===== config.mk =====
export PLATFORM = sky130hd
export DESIGN_NAME = uart_rx_wb_flat
export DESIGN_NICKNAME = d
export VERILOG_FILES = /design/src/rtl/uart_rx_wb_if.sv /design/src/rtl/uart_rx_wb.sv /design/src/flat_wrapper.sv
export SDC_FILE = /design/constraint.sdc
export NUM_CORES = 1
export LEC_CHECK = 0
export BUFFER_PORTS_ARGS = -buffer_cell sky130_fd_sc_hd__buf_4
export CELL_PAD_IN_SITES_DETAIL_PLACEMENT = 1
export CELL_PAD_IN_SITES_GLOBAL_PLACEMENT = 1
export CORE_UTILIZATION = 51
export DETAILED_ROUTE_END_ITERATION = 7
export GPL_ROUTABILITY_DRIVEN = 1
export PLACE_DENSITY_LB_ADDON = 0.1
export RECOVER_POWER = 50
export SLEW_MARGIN = 10
export SYNTH_ARGS = -nofsm -noshare
export SYNTH_HDL_FRONTEND = slang
export SYNTH_SLANG_ARGS = --single-unit

===== constraint.sdc =====
create_clock -name wb_clk_i -period 5.7 [get_ports wb_clk_i]
set_input_delay 0.57 -clock wb_clk_i [delete_from_list [all_inputs] [get_ports wb_clk_i]]
set_output_delay 0.57 -clock wb_clk_i [all_outputs]
set_load 0.03 [all_outputs]

===== src/rtl/uart_rx_wb_if.sv =====
// Wishbone slave bundle for the UART receiver: the classic wbs_* signal set.
// The master modport is the firmware/bus side, the slave modport the peripheral side.
interface uart_rx_wb_if;
    logic        wbs_cyc_i;
    logic        wbs_stb_i;
    logic        wbs_we_i;
    logic [3:0]  wbs_sel_i;
    logic [31:0] wbs_adr_i;
    logic [31:0] wbs_dat_i;
    logic        wbs_ack_o;
    logic [31:0] wbs_dat_o;

    modport slave (
        input  wbs_cyc_i, wbs_stb_i, wbs_we_i, wbs_sel_i, wbs_adr_i, wbs_dat_i,
        output wbs_ack_o, wbs_dat_o
    );

    modport master (
        output wbs_cyc_i, wbs_stb_i, wbs_we_i, wbs_sel_i, wbs_adr_i, wbs_dat_i,
        input  wbs_ack_o, wbs_dat_o
    );
endinterface


===== src/rtl/uart_rx_wb.sv =====
// Oversampling 8N1 UART receiver with a byte FIFO and a Wishbone register window.
// Define UART_RX_PARITY_EN to add an even-parity bit between the data and stop bits.
module uart_rx_wb #(
    parameter int          FIFO_AW        = 4,
    parameter logic [15:0] DEFAULT_CLKDIV = 16'd4167
) (
    input  logic        wb_clk_i,
    input  logic        wb_rst_i,
    uart_rx_wb_if.slave wbs,
    input  logic        rx,
    output logic        irq
);
    localparam int DEPTH = 2 ** FIFO_AW;
    localparam int CW    = FIFO_AW + 1;

    localparam logic [2:0] ST_IDLE   = 3'd0;
    localparam logic [2:0] ST_START  = 3'd1;
    localparam logic [2:0] ST_DATA   = 3'd2;
    localparam logic [2:0] ST_STOP   = 3'd4;
`ifdef UART_RX_PARITY_EN
    localparam logic [2:0] ST_PARITY = 3'd3;
`endif

    logic              rx_meta_q, rx_s_q, rx_prev_q;
    logic [2:0]        state_q, state_d;
    logic [15:0]       cnt_q, cnt_d;
    logic [15:0]       div_q, div_d;
    logic [2:0]        bit_q, bit_d;
    logic [7:0]        shift_q, shift_d;
    logic              par_bad_q, par_bad_d;
    logic [15:0]       clkdiv_q, clkdiv_d;
    logic [2:0]        flag_q, flag_d, flag_set;
    logic [FIFO_AW-1:0] wr_ptr_q, wr_ptr_d, rd_ptr_q, rd_ptr_d;
    logic [CW-1:0]     count_q, count_d;
    logic              irq_q, irq_d;
    logic              ack_q, ack_d;
    logic [31:0]       dat_q, dat_d;
    logic              pop_pend_q, pop_pend_d;
    logic [7:0]        mem [DEPTH];

    logic              push, pop, set_ovr, set_ferr, set_perr;
    logic              cnt_wrap, empty, full;
    logic              req, wr, status_wr;
    logic [1:0]        reg_sel;
    logic [31:0]       rd_data, status_word;
    logic              unused_bits;

    assign empty    = (count_q == '0);
    assign full     = (count_q == CW'(DEPTH));
    assign cnt_wrap = (cnt_q == div_q - 16'd1);

    // Receive FSM: mid-bit sampling is anchored on the start-bit half period.
    always_comb begin
        state_d   = state_q;
        cnt_d     = cnt_q;
        div_d     = div_q;
        bit_d     = bit_q;
        shift_d   = shift_q;
        par_bad_d = par_bad_q;
        push      = 1'b0;
        set_ovr   = 1'b0;
        set_ferr  = 1'b0;
        set_perr  = 1'b0;
        case (state_q)
            ST_IDLE: begin
                if (rx_prev_q && !rx_s_q) begin
                    state_d   = ST_START;
                    div_d     = clkdiv_q;
                    cnt_d     = '0;
                    par_bad_d = 1'b0;
                end
            end
            ST_START: begin
                if (cnt_q == (div_q >> 1) - 16'd1) begin
                    cnt_d   = '0;
                    bit_d   = '0;
                    state_d = rx_s_q ? ST_IDLE : ST_DATA;
                end else begin
                    cnt_d = cnt_q + 16'd1;
                end
            end
            ST_DATA: begin
                if (cnt_wrap) begin
                    cnt_d   = '0;
                    shift_d = {rx_s_q, shift_q[7:1]};
                    bit_d   = bit_q + 3'd1;
                    if (bit_q == 3'd7) begin
`ifdef UART_RX_PARITY_EN
                        state_d = ST_PARITY;
`else
                        state_d = ST_STOP;
`endif
                    end
                end else begin
                    cnt_d = cnt_q + 16'd1;
                end
            end
`ifdef UART_RX_PARITY_EN
            ST_PARITY: begin
                if (cnt_wrap) begin
                    cnt_d     = '0;
                    par_bad_d = (rx_s_q != ^shift_q);
                    state_d   = ST_STOP;
                end else begin
                    cnt_d = cnt_q + 16'd1;
                end
            end
`endif
            ST_STOP: begin
                if (cnt_wrap) begin
                    cnt_d    = '0;
                    state_d  = ST_IDLE;
                    set_perr = par_bad_q;
                    if (!rx_s_q) begin
                        set_ferr = 1'b1;
                    end else if (!par_bad_q) begin
                        if (full) set_ovr = 1'b1;
                        else      push    = 1'b1;
                    end
                end else begin
                    cnt_d = cnt_q + 16'd1;
                end
            end
            default: state_d = ST_IDLE;
        endcase
    end

    assign req       = wbs.wbs_cyc_i && wbs.wbs_stb_i && !ack_q;
    assign reg_sel   = wbs.wbs_adr_i[3:2];
    assign wr        = req && wbs.wbs_we_i && wbs.wbs_sel_i[0];
    assign status_wr = wr && (reg_sel == 2'd1);
    assign pop       = ack_q && pop_pend_q;
    assign unused_bits = ^{wbs.wbs_adr_i[31:4], wbs.wbs_adr_i[1:0],
                           wbs.wbs_sel_i[3:1], wbs.wbs_dat_i[31:16]};

    assign status_word = {16'b0, 8'(count_q), 3'b0, flag_q, full, empty};
    assign flag_set    = {set_perr, set_ferr, set_ovr};

    // A set event outranks a same-cycle write-1-to-clear.
    for (genvar gi = 0; gi < 3; gi++) begin : g_sticky
        assign flag_d[gi] = flag_set[gi] |
                            (flag_q[gi] & !(status_wr && wbs.wbs_dat_i[gi + 2]));
    end

    always_comb begin
        rd_data = '0;
        case (reg_sel)
            2'd0:    if (!empty) rd_data = {24'b0, mem[rd_ptr_q]};
            2'd1:    rd_data = status_word;
            2'd2:    rd_data = {16'b0, clkdiv_q};
            default: rd_data = '0;
        endcase
    end

    always_comb begin
        clkdiv_d = clkdiv_q;
        if (wr && reg_sel == 2'd2)
            clkdiv_d = (wbs.wbs_dat_i[15:0] < 16'd4) ? 16'd4 : wbs.wbs_dat_i[15:0];
        ack_d      = req;
        dat_d      = (req && !wbs.wbs_we_i) ? rd_data : '0;
        pop_pend_d = req && !wbs.wbs_we_i && (reg_sel == 2'd0) && !empty;
        wr_ptr_d   = push ? wr_ptr_q + 1'b1 : wr_ptr_q;
        rd_ptr_d   = pop  ? rd_ptr_q + 1'b1 : rd_ptr_q;
        count_d    = count_q + CW'(push) - CW'(pop);
        irq_d      = (count_d != '0);
    end

    always_ff @(posedge wb_clk_i) begin
        if (push && !wb_rst_i) mem[wr_ptr_q] <= shift_q;
    end

    always_ff @(posedge wb_clk_i) begin
        if (wb_rst_i) begin
            rx_meta_q  <= 1'b1;
            rx_s_q     <= 1'b1;
            rx_prev_q  <= 1'b1;
            state_q    <= ST_IDLE;
            cnt_q      <= '0;
            div_q      <= DEFAULT_CLKDIV;
            bit_q      <= '0;
            shift_q    <= '0;
            par_bad_q  <= 1'b0;
            clkdiv_q   <= DEFAULT_CLKDIV;
            flag_q     <= '0;
            wr_ptr_q   <= '0;
            rd_ptr_q   <= '0;
            count_q    <= '0;
            irq_q      <= 1'b0;
            ack_q      <= 1'b0;
            dat_q      <= '0;
            pop_pend_q <= 1'b0;
        end else begin
            rx_meta_q  <= rx;
            rx_s_q     <= rx_meta_q;
            rx_prev_q  <= rx_s_q;
            state_q    <= state_d;
            cnt_q      <= cnt_d;
            div_q      <= div_d;
            bit_q      <= bit_d;
            shift_q    <= shift_d;
            par_bad_q  <= par_bad_d;
            clkdiv_q   <= clkdiv_d;
            flag_q     <= flag_d;
            wr_ptr_q   <= wr_ptr_d;
            rd_ptr_q   <= rd_ptr_d;
            count_q    <= count_d;
            irq_q      <= irq_d;
            ack_q      <= ack_d;
            dat_q      <= dat_d;
            pop_pend_q <= pop_pend_d;
        end
    end

    assign wbs.wbs_ack_o = ack_q;
    assign wbs.wbs_dat_o = dat_q;
    assign irq           = irq_q;
endmodule


===== src/flat_wrapper.sv =====
// flat-port wrapper written by rule: the top's interface ports become plain ports
module uart_rx_wb_flat 
#(
    parameter int          FIFO_AW        = 4,
    parameter logic [15:0] DEFAULT_CLKDIV = 16'd4167
)
  (wb_clk_i, wb_rst_i, rx, irq, wbs_wbs_cyc_i, wbs_wbs_stb_i, wbs_wbs_we_i, wbs_wbs_sel_i, wbs_wbs_adr_i, wbs_wbs_dat_i, wbs_wbs_ack_o, wbs_wbs_dat_o);
  uart_rx_wb_if wbs_i ();
  input  logic wb_clk_i;
  input  logic wb_rst_i;
  input  logic rx;
  output logic irq;
  input wire logic [$bits(wbs_i.wbs_cyc_i)-1:0] wbs_wbs_cyc_i;
  input wire logic [$bits(wbs_i.wbs_stb_i)-1:0] wbs_wbs_stb_i;
  input wire logic [$bits(wbs_i.wbs_we_i)-1:0] wbs_wbs_we_i;
  input wire logic [$bits(wbs_i.wbs_sel_i)-1:0] wbs_wbs_sel_i;
  input wire logic [$bits(wbs_i.wbs_adr_i)-1:0] wbs_wbs_adr_i;
  input wire logic [$bits(wbs_i.wbs_dat_i)-1:0] wbs_wbs_dat_i;
  output wire logic [$bits(wbs_i.wbs_ack_o)-1:0] wbs_wbs_ack_o;
  output wire logic [$bits(wbs_i.wbs_dat_o)-1:0] wbs_wbs_dat_o;
  assign wbs_i.wbs_cyc_i = wbs_wbs_cyc_i;
  assign wbs_i.wbs_stb_i = wbs_wbs_stb_i;
  assign wbs_i.wbs_we_i = wbs_wbs_we_i;
  assign wbs_i.wbs_sel_i = wbs_wbs_sel_i;
  assign wbs_i.wbs_adr_i = wbs_wbs_adr_i;
  assign wbs_i.wbs_dat_i = wbs_wbs_dat_i;
  assign wbs_wbs_ack_o = wbs_i.wbs_ack_o;
  assign wbs_wbs_dat_o = wbs_i.wbs_dat_o;
  uart_rx_wb #(.FIFO_AW(FIFO_AW), .DEFAULT_CLKDIV(DEFAULT_CLKDIV)) u_core (.wb_clk_i(wb_clk_i), .wb_rst_i(wb_rst_i), .wbs(wbs_i), .rx(rx), .irq(irq));
endmodule

# Word-level counts from Yosys, hierarchy flattened
# Memories as Yosys holds them, arrays and structs flattened. A register that Yosys moved wholly into a read port is not among the register bits.
# Index checks and enable logic that the tools add are counted.
# W data, S select, Z words.
[totals] ff_bits=116 ram_bits=128 inputBits=74 output_inout_bits=34 word_cells=115 n_memories=1
[classes] n_addsub=8 n_lt_le_gt_ge=1 eq_ne=14 n_mux=32 bitwise_logic=6 reduce_logical=36
[mem_list] name="u_core.mem" depth=16 width=8 read_ports=1 rd_ports_with_merged_regs=1 wr=1 line_no="uart_rx_wb.sv:39" text="logic [7:0] mem [DEPTH];"
[op_table] cell="$pmux W16 S3" n=2
[op_table] cell="$mux W16" n=4
[op_table] cell="$eq A16 B16 Y1" n=2
[op_table] cell="$mux W3" n=7
[op_table] cell="$add A16 B1 Y16 const B" n=1
[op_table] cell="$lt A16 B3 Y1 const B" n=1
[op_table] cell="$sub A15 B1 Y16 const B" n=1
[op_table] cell="$sub A16 B1 Y16 const B" n=1
[op_table] cell="$logic_and A1 B1 Y1" n=15
[op_table] cell="$mux W1" n=13
[op_table] cell="$pmux W3 S4" n=1
[op_table] cell="$ne A2 B1 Y1 const B" n=5
[op_table] cell="$add A4 B1 Y4 const B" n=2
[op_table] cell="$logic_not A1 Y1" n=8
[op_table] cell="$mux W4" n=2
[op_table] cell="$mux W8" n=1
[op_table] cell="$eq A3 B3 Y1 const B" n=2
[op_table] cell="$pmux W3 S2" n=1
[op_table] cell="$reduce_and A2 Y1" n=3
[op_table] cell="$add A5 B1 Y5" n=1
[op_table] cell="$eq A5 B5 Y1 const B" n=1
[op_table] cell="$logic_not A5 Y1" n=1
[op_table] cell="$reduce_and A5 Y1" n=1
[op_table] cell="$reduce_bool A5 Y1" n=1
[op_table] cell="16 further kinds" n=20

# Longest topological paths before layout
# Gate-level depths: netlist (run 1).
[logic_depth] depth_word=9 ltp_mapped=17

# Worst setup path before layout (run 1)
# OpenSTA, ideal clock, no wires.
[synth_path] path_kind="register -> register" startpoint="register u_core.div_q[1]" endpoint="register u_core.irq_q (netlist: u_core.irq)" setup_time_ps=138 arrival_time_ps=3326 required_ps=5562 setup_slack_ps=2236 path_stages_with_launch=18 period_less_slack_ps=3464 path_cell_list="dfxtp_1 inv_1 ha_1 or4b_4 nor4_4 nor3b_1 a31oi_1 nor4_2 nand4b_1 buf_2 inv_1 ha_1 fa_1 a21oi_1 nor2_1 nor2_1 xnor2_1 a41oi_1"
[synth_between] elab_chain_len=7
[synth_rtl] item="start: declaration" line_no="uart_rx_wb.sv:27" text="logic [15:0] div_q, div_d;"
[synth_rtl] item="start signal: assignment" line_no="uart_rx_wb.sv:198" text="div_q <= div_d;"
[synth_rtl] item="$sub A16 B1 Y16" line_no="uart_rx_wb.sv:50" text="assign cnt_wrap = (cnt_q == div_q - 16'd1);"
[synth_rtl] item="$eq A16 B16 Y1" line_no="uart_rx_wb.sv:50"
[synth_rtl] item="$mux W1" line_no="uart_rx_wb.sv:110" text="if (cnt_wrap) begin"
[synth_rtl] item="$mux W1" line_no="uart_rx_wb.sv:64" text="case (state_q)"
[synth_rtl] item="$add A5 B1 Y5" line_no="uart_rx_wb.sv:164" text="count_d = count_q + CW'(push) - CW'(pop);"
[synth_rtl] item="$sub A5 B1 Y5" line_no="uart_rx_wb.sv:164"
[synth_rtl] item="$reduce_bool A5 Y1" line_no="uart_rx_wb.sv:165" text="irq_d = (count_d != '0);"
[synth_rtl] item="end signal: assignment" line_no="uart_rx_wb.sv:207" text="irq_q <= irq_d;"
[synth_rtl] item="end: declaration" line_no="uart_rx_wb.sv:35" text="logic irq_q, irq_d;"
# Every way passes these cells.
# A chain may end at the register's enable or synchronous reset.

# Worst setup path in the final report (run 1)
[layout_path] startpoint="register u_core.div_q[1]" endpoint="memory u_core.mem[3][2] (enable)"
[layout_between] elab_chain_len=7
[layout_rtl] item="$sub A16 B1 Y16" line_no="uart_rx_wb.sv:50"
[layout_rtl] item="$eq A16 B16 Y1" line_no="uart_rx_wb.sv:50"
[layout_rtl] item="$mux W1" line_no="uart_rx_wb.sv:110"
[layout_rtl] item="$mux W1" line_no="uart_rx_wb.sv:64"
[layout_rtl] item="$logic_and A1 B1 Y1" line_no="uart_rx_wb.sv:169" text="if (push && !wb_rst_i) mem[wr_ptr_q] <= shift_q;"
[layout_rtl] item="$mux W1" line_no="uart_rx_wb.sv:169"
[layout_rtl] item="$mux W1 (not written as such)" line_no="uart_rx_wb.sv:169"
[layout_rtl] item="end: declaration" line_no="uart_rx_wb.sv:39"
# Every way passes these cells.

==> results of run 1 <==
[sequential cells by signal, summed over array words and instances (netlist names), 3 cells and up, named ones only]
signal / flops
u_core.state_q: 3
u_core.count_q: 5
u_core.flag_q: 3
u_core.mem: 128
u_core.div_q: 16
u_core.bit_q: 3
u_core.clkdiv_q: 16
u_core.wr_ptr_q: 4
u_core.shift_q: 8
u_core.wbs.wbs_dat_o: 16
u_core.cnt_q: 16
u_core.rd_ptr_q: 4
[synthesized netlist by cell type (12+ instances only)]
library cell,instances
inv_1,23
xor2_1,25
ha_1,16
edfxtp_1,128
nor2b_1,12
nand2_1,101
buf_4,16
mux4_2,40
clkbuf_1,43
a21oi_1,45
nor2_1,72
dfxtp_1,104
mux2i_1,12
o21ai_0,17
nand3_1,26
xnor2_1,32
[final cells by class]
class                           count  share of cell area
Tap cell                          265              0.0289
Sequential cell                   232               0.517
Inverter                           24             0.00786
Clock inverter                      5             0.00371
Multi-Input combinational cell    557               0.357
Timing Repair Buffer               47              0.0236
Clock buffer                       39              0.0618
[metal layers]
metal | track usage | share of wire | vias up | wire length (um)
met5 | 0 | 0 | - | 0
met4 | 0.104 | 0.036 | 0 | 923
met3 | 0.0378 | 0.036 | 57 | 941
met2 | 0.481 | 0.54 | 133 | 13900
met1 | 0.292 | 0.39 | 3478 | 10100
li1 | - | - | 3160 | -
[metrics by stage]
stage | setup WS, ns | hold slack, ns
CTS | 1.14 | 0.210
finish | 1.13 | 0.218
floorplan | 2.24 | 0.389
global route | 0.872 | 0.218
detailed placement | 1.19 | 0.395
global placement | 1.32 | 0.393
[power by group through the flow]
stage / Clock (uW) / Combinational (uW) / Sequential, uW
2_1_floorplan: 0 / 75.4 / 1790
3_3_place_gp: 0 / 95.0 / 1800
3_5_place_dp: 0 / 98.3 / 1800
4_1_cts: 1530 / 98.8 / 1760
5_1_grt: 1590 / 106 / 1760
6_report: 1510 / 97.1 / 1760
[kinds of logic (layout without fill, tap and decap cells)]
logic type / count (synthesis) / count (layout) / share of synthesized area
AOI/OAI and AO/OA: 119 / 119 / 0.0753
xor gates and xnor gates: 57 / 57 / 0.0479
adders and majority gates: 17 / 17 / 0.0211
buffers and inverters: 98 / 115 / 0.0436
DFF: 232 / 232 / 0.569
muxes: 53 / 53 / 0.0991
other: 1 / 16 / 0.000360
and+or+nand+nor: 295 / 295 / 0.143
[worst max path at each step]
stage | end | slack, ns | cells after the start | start
3_3_place_gp | u_core.mem[3][0] | 1.32 | 9 | u_core.div_q[1]
3_5_place_dp | u_core.mem[5][0] | 1.19 | 9 | u_core.div_q[1]
4_1_cts | u_core.mem[1][7] | 1.14 | 9 | u_core.div_q[1]
2_1_floorplan | u_core.irq | 2.24 | 17 | u_core.div_q[1]
6_report | u_core.mem[3][2] | 1.13 | 10 | u_core.div_q[1]
5_1_grt | u_core.mem[3][2] | 0.87 | 10 | u_core.div_q[2]
==> impl_metrics.csv, run 1 <==
group,metric,value,unit
power_and_ir_drop,p_leak,0.00382,uW
drt,wl,25.9,mm
floorplan,die_w,145,um
logic_synthesis,synth_cell_types,71,
final_layout,layout_common_cells,"edfxtp_1 (128), dfxtp_1 (103), nand2_1 (101)",
floorplan,die_y,145,um
cts,clk_pin_slew_worst_paths,0.06,ns
power_and_ir_drop,comb_power_share,0.029,
final_layout,final_common_cell,"edfxtp_1",
global_routing,first_global_vias,7275,
final_layout,antenna_cells,0,
cts,numCtsBuffers,25,
final_layout,syn_to_final_growth,10.1,%
floorplan,core,0.0197,mm2
floorplan,start_util,0.528,
timing,rsz0062_at_grt,"false",
power_and_ir_drop,internal-power,2640,uW
setup_path,critPathTopFamily,"simple AND/OR/NAND/NOR gates",
place,placed_area,0.0108,mm2
timing,max_freq,219,MHz
hold_path,min_delay_path_depth,2,
power_and_ir_drop,p_total,3370,uW
final_layout,instances_no_fill,1169,
setup_path,cp_slowest_cell,"nor2_1",
logic_synthesis,ys.flop_type,"edfxtp_1",
logic_synthesis,synthCells,872,
timing,period_share,0.802,
logic_synthesis,syn_area,0.0104,mm2
setup_path,required,5.85,ns
run_status,failed_checks,"capacitance limit, slew limit",
final_layout,multiInputGateArea,0.00410,mm2
final_layout,fin_area,0.0115,mm2
final_layout,final_util,0.581,
cts,ctsRootBufferMaster,"clkbuf_16",
run_status,status,"complete, but fails checks",
place,port_buffers,42,
place,hpwlAfterDp,17.7,mm
setup_path,end_kind,"register",
job,cap_violations,2,
cts,cts_resized,0,
cts,cts_hold_buf,0,
timing,setup_viol,0,
power_and_ir_drop,swShare,0.217,
logic_synthesis,synth_top_area_cell,"edfxtp_1",
setup_path,worstPathMaxFanout,11,
logic_synthesis,yosysTopAreaCellShare,0.369,
place,gp_congestion,0.926,
setup_path,r2r_setup_slack,1.13,ns
cts,clock_sinks,232,
logic_synthesis,yosys_warnings,0,
setup_path,r2r_end,"u_core.mem[3][2]",
logic_synthesis,synth-seq-cells,232,
setup_path,critPathLaunchType,"register",
timing,tns,0,ns
drt,route.vias.total,6828,
drt,viasPerCell,5.84,
global_routing,grt_pass1_wl,40.0,mm
place,dp_cells,1125,
drt,drt_iter0_drc,360,
timing,clock_skew,0.00966,ns
setup_path,cp_num_buf_inv,1,
floorplan,io-pin-count,108,
timing,relSlewSlack,-0.0559,
timing,min_period,4.57,ns
cts,cts.htree.levels,1,
final_layout,drive_above_1_share,0.134,
timing,tightestPinTransition,1.58,ns
floorplan,row_count,51,
drt,drcViolationCount,0,
cts,insertion_delay,0.54,ns
global_routing,grt_util_all_layers,0.257,
logic_synthesis,synth_edf_count,128,
floorplan,die_area,0.0210,mm2
global_routing,grt-ovfl-total,0,
final_layout,register_area,0.00593,mm2
global_routing,antenna_found_initial,0,
global_routing,grt_max_degree,36,
setup_path,crit_type,"register to register",
drt,dr.pass1.iters,4,
setup_path,crit_arrival,4.73,ns
setup_path,crit_top_cell,"nor2_1",
final_layout,nNetsFinal,978,
hold_path,hp-start,"rx",
setup_path,rr_worst_depth,10,
cts,cts_tree,"done",
setup_path,slowest_delay,0.76,ns
hold_path,whs_endpoint,"u_core.rx_meta_q",
power_and_ir_drop,sequentialPowerShare,0.523,
cts,post_cts_buffers,0,
drt,ant_nets,0,
logic_synthesis,seq_area_frac_synth,0.569,
final_layout,fillers,1990,
power_and_ir_drop,power.density,294,mW/mm2
setup_path,path_cells,"inv_1 > ha_1 > or4b_4 > nor2_1 > xnor2_1 > nand4_1 > nor4_2 > nand4b_1 > or3_1 > nor2_1",
power_and_ir_drop,pwr-share-clk,0.448,
timing,finalHoldViolCount,0,
logic_synthesis,ys_top_cells_by_area,"edfxtp_1 (37%), dfxtp_1 (20%), mux4_2 (8.7%)",
setup_path,regToRegStartpoint,"u_core.div_q[1]",
timing,slew_viol_final,69,
logic_synthesis,synth-async-reset-ratio,0,
cts,clockBufferDepth,3,
hold_path,hp-class,"input pin to register",
power_and_ir_drop,power_switching,731,uW
power_and_ir_drop,ir_worst_vdd,0.276,mV
logic_synthesis,postSynthAreaPerCell,11.9,um2
drt,avgRoutedWirePerCell,22.1,um
(Power assumes the default switching activity.)
==> run 2, diff against run 1 <==
CORE_UTILIZATION = 43   (was 51)
clock period = 3.74 ns   (was 5.7 ns; I/O delays follow)
==> run 2 against run 1 <==
The flow now finishes without violations. Sequential power is 52% higher. Hold slack worse by 0.17 ns. Clock power is 76% higher. Register-to-register slack worse by 1.0 ns. Setup slack worse by 1.0 ns. Critical endpoint is now u_core.mem[7][2]. Largest cell class unchanged.
==> impl_metrics.csv, run 2 (synthesized netlist as in run 1, its figures left out) <==
group,metric,value,unit
run_status,status,"finished clean",
setup_path,end_kind,"register",
floorplan,die_w,158,um
power_and_ir_drop,ir_worst_vdd,0.464,mV
setup_path,crit_arrival,3.89,ns
final_layout,drive_above_1_share,0.220,
drt,wl,26.4,mm
timing,setup_viol,0,
final_layout,fin_area,0.0122,mm2
timing,holdWs,0.0467,ns
final_layout,layout_common_cells,"edfxtp_1 (128), dfxtp_1 (103), nand2_1 (101)",
timing,setup_ws,0.103,ns
cts,cts.htree.levels,1,
place,post-place-ws,-0.0997,ns
place,gp_congestion,0.845,
timing,min_period,3.64,ns
hold_path,whs_endpoint,"u_core.flag_q[2]",
setup_path,worstPathMaxFanout,10,
job,cap_violations,0,
power_and_ir_drop,comb_power_share,0.030,
timing,period_share,0.973,
power_and_ir_drop,power.density,451,mW/mm2
floorplan,die_y,158,um
global_routing,grt_max_degree,67,
power_and_ir_drop,sequentialPowerShare,0.487,
global_routing,grt_pass1_wl,41.8,mm
timing,slew_viol_final,0,
floorplan,row_count,56,
cts,cts_tree,"done",
setup_path,regToRegStartpoint,"u_core.div_q[1]",
cts,clockBufferDepth,3,
floorplan,start_util,0.441,
cts,ctsRootBufferMaster,"clkbuf_16",
final_layout,syn_to_final_growth,17.4,%
setup_path,r2r_end,"u_core.mem[7][2]",
power_and_ir_drop,swShare,0.213,
drt,avgRoutedWirePerCell,20.7,um
final_layout,nNetsFinal,1026,
place,port_buffers,42,
setup_path,crit_type,"register to register",
hold_path,hp-start,"wbs_wbs_dat_i[4]",
floorplan,core,0.0236,mm2
final_layout,regMostFlops,"u_core.mem",
floorplan,io-pin-count,108,
timing,relSlewSlack,0.254,
global_routing,grt_util_all_layers,0.222,
place,placed_area,0.0112,mm2
drt,drcViolationCount,0,
hold_path,hp-class,"input pin to register",
timing,tightestPinTransition,1.11,ns
drt,ant_nets,0,
power_and_ir_drop,pwr-share-clk,0.483,
drt,drt_iter0_drc,423,
cts,clk_pin_slew_worst_paths,0.06,ns
timing,clock_skew,0.0135,ns
final_layout,final_common_cell,"edfxtp_1",
setup_path,r2r_setup_slack,0.10,ns
global_routing,first_global_vias,7635,
global_routing,antenna_found_initial,0,
power_and_ir_drop,p_leak,0.00424,uW
power_and_ir_drop,power_switching,1170,uW
setup_path,rr_worst_depth,13,
setup_path,required,3.99,ns
drt,viasPerCell,5.50,
power_and_ir_drop,internal-power,4330,uW
global_routing,grt-ovfl-total,0,
power_and_ir_drop,p_total,5510,uW
timing,finalHoldViolCount,0,
final_layout,antenna_cells,0,
timing,max_freq,275,MHz
place,dp_cells,1221,
cts,clock_sinks,232,
place,hpwlAfterDp,18.7,mm
timing,rsz0062_at_grt,"true",
hold_path,min_delay_path_depth,2,
drt,dr.pass1.iters,4,
cts,numCtsBuffers,26,
final_layout,largest_reg_flops,128,
cts,insertion_delay,0.55,ns
setup_path,critPathLaunchType,"register",
drt,route.vias.total,7008,
floorplan,die_area,0.0248,mm2
final_layout,instances_no_fill,1274,
[run 2: cell types whose count changed in the layout (fill, tap and decap cells not counted), sizes merged]
cell / before / now
bufinv: 0 / 3
buf: 25 / 91
clkinv: 5 / 9
clkbuf: 61 / 36
clkinvlp: 0 / 3
dlygate4sd3: 0 / 1
inv: 24 / 23
[run 2: per-stage QoR]
stage | utilization | setup TNS, ns
after floorplan | - | 0
after global placement | 0.473 | -0.157
after detailed placement | 0.473 | -5.10
after CTS | 0.514 | 0
after global routing | 0.517 | -1.42
final | 0.517 | 0
[run 2: critical path, cell delays in order, from the launching register on]
cell and delay (ns):
dfxtp_1 0.32, inv_2 0.09, ha_1 0.18, or4b_4 0.52
nor2_2 0.15, xnor2_1 0.14, nand4_1 0.22, nor4_4 0.35
nand4b_1 0.21, buf_4 0.19, buf_4 0.16, or3b_1 0.44
nor2_1 0.18, buf_6 0.18
[run 2: what timing repair did]
| action | in CTS | in global routing |
|---|---|---|
| hold endpoints to repair | 1 | 0 |
| endpoints found under the setup margin | 106 | 128 |
| resized for setup | 3 | 14 |
| setup buffers | 1 | 3 |
| pin swaps | 2 | 6 |
| hold buffers | 1 | 0 |
[run 2: layout make-up]
| class | instances | area (um2) |
|---|---|---|
| well taps | 319 | 399 |
| fillers | 2446 | 11400 |
| clock inverters | 14 | 184 |
| inverters | 24 | 90.1 |
| multi-input cells | 557 | 4150 |
| repair buffers | 94 | 727 |
| clock buffers | 34 | 741 |
| flip-flops and latches | 232 | 5930 |
[run 2: metal layers]
metal,track usage,wire (um),vias up
met5,0,0,-
met1,0.268,10900,3567
met4,0.0730,767,0
met2,0.410,14000,123
met3,0.0246,700,52
li1,-,-,3266
[run 2: worst max path at each step]
| stage | endpoint | slack (ns) | start |
|---|---|---|---|
| 2_1_floorplan | u_core.irq | 0.28 | u_core.div_q[1] |
| 3_3_place_gp | u_core.mem[5][2] | -0.01 | u_core.div_q[7] |
| 3_5_place_dp | u_core.mem[6][2] | -0.1 | u_core.div_q[7] |
| 4_1_cts | u_core.irq | 0.03 | u_core.div_q[1] |
| 5_1_grt | u_core.mem[7][7] | -0.05 | u_core.div_q[2] |
| 6_report | u_core.mem[7][2] | 0.10 | u_core.div_q[1] |
[run 2: power by group through the flow]
stage | Sequential, uW | Combinational [uW] | Clock, uW
after floorplan | 2730 | 115 | 0
after global placement | 2730 | 156 | 0
after detailed placement | 2740 | 160 | 0
after CTS | 2680 | 164 | 2720
after global routing | 2680 | 181 | 2810
final | 2680 | 165 | 2660
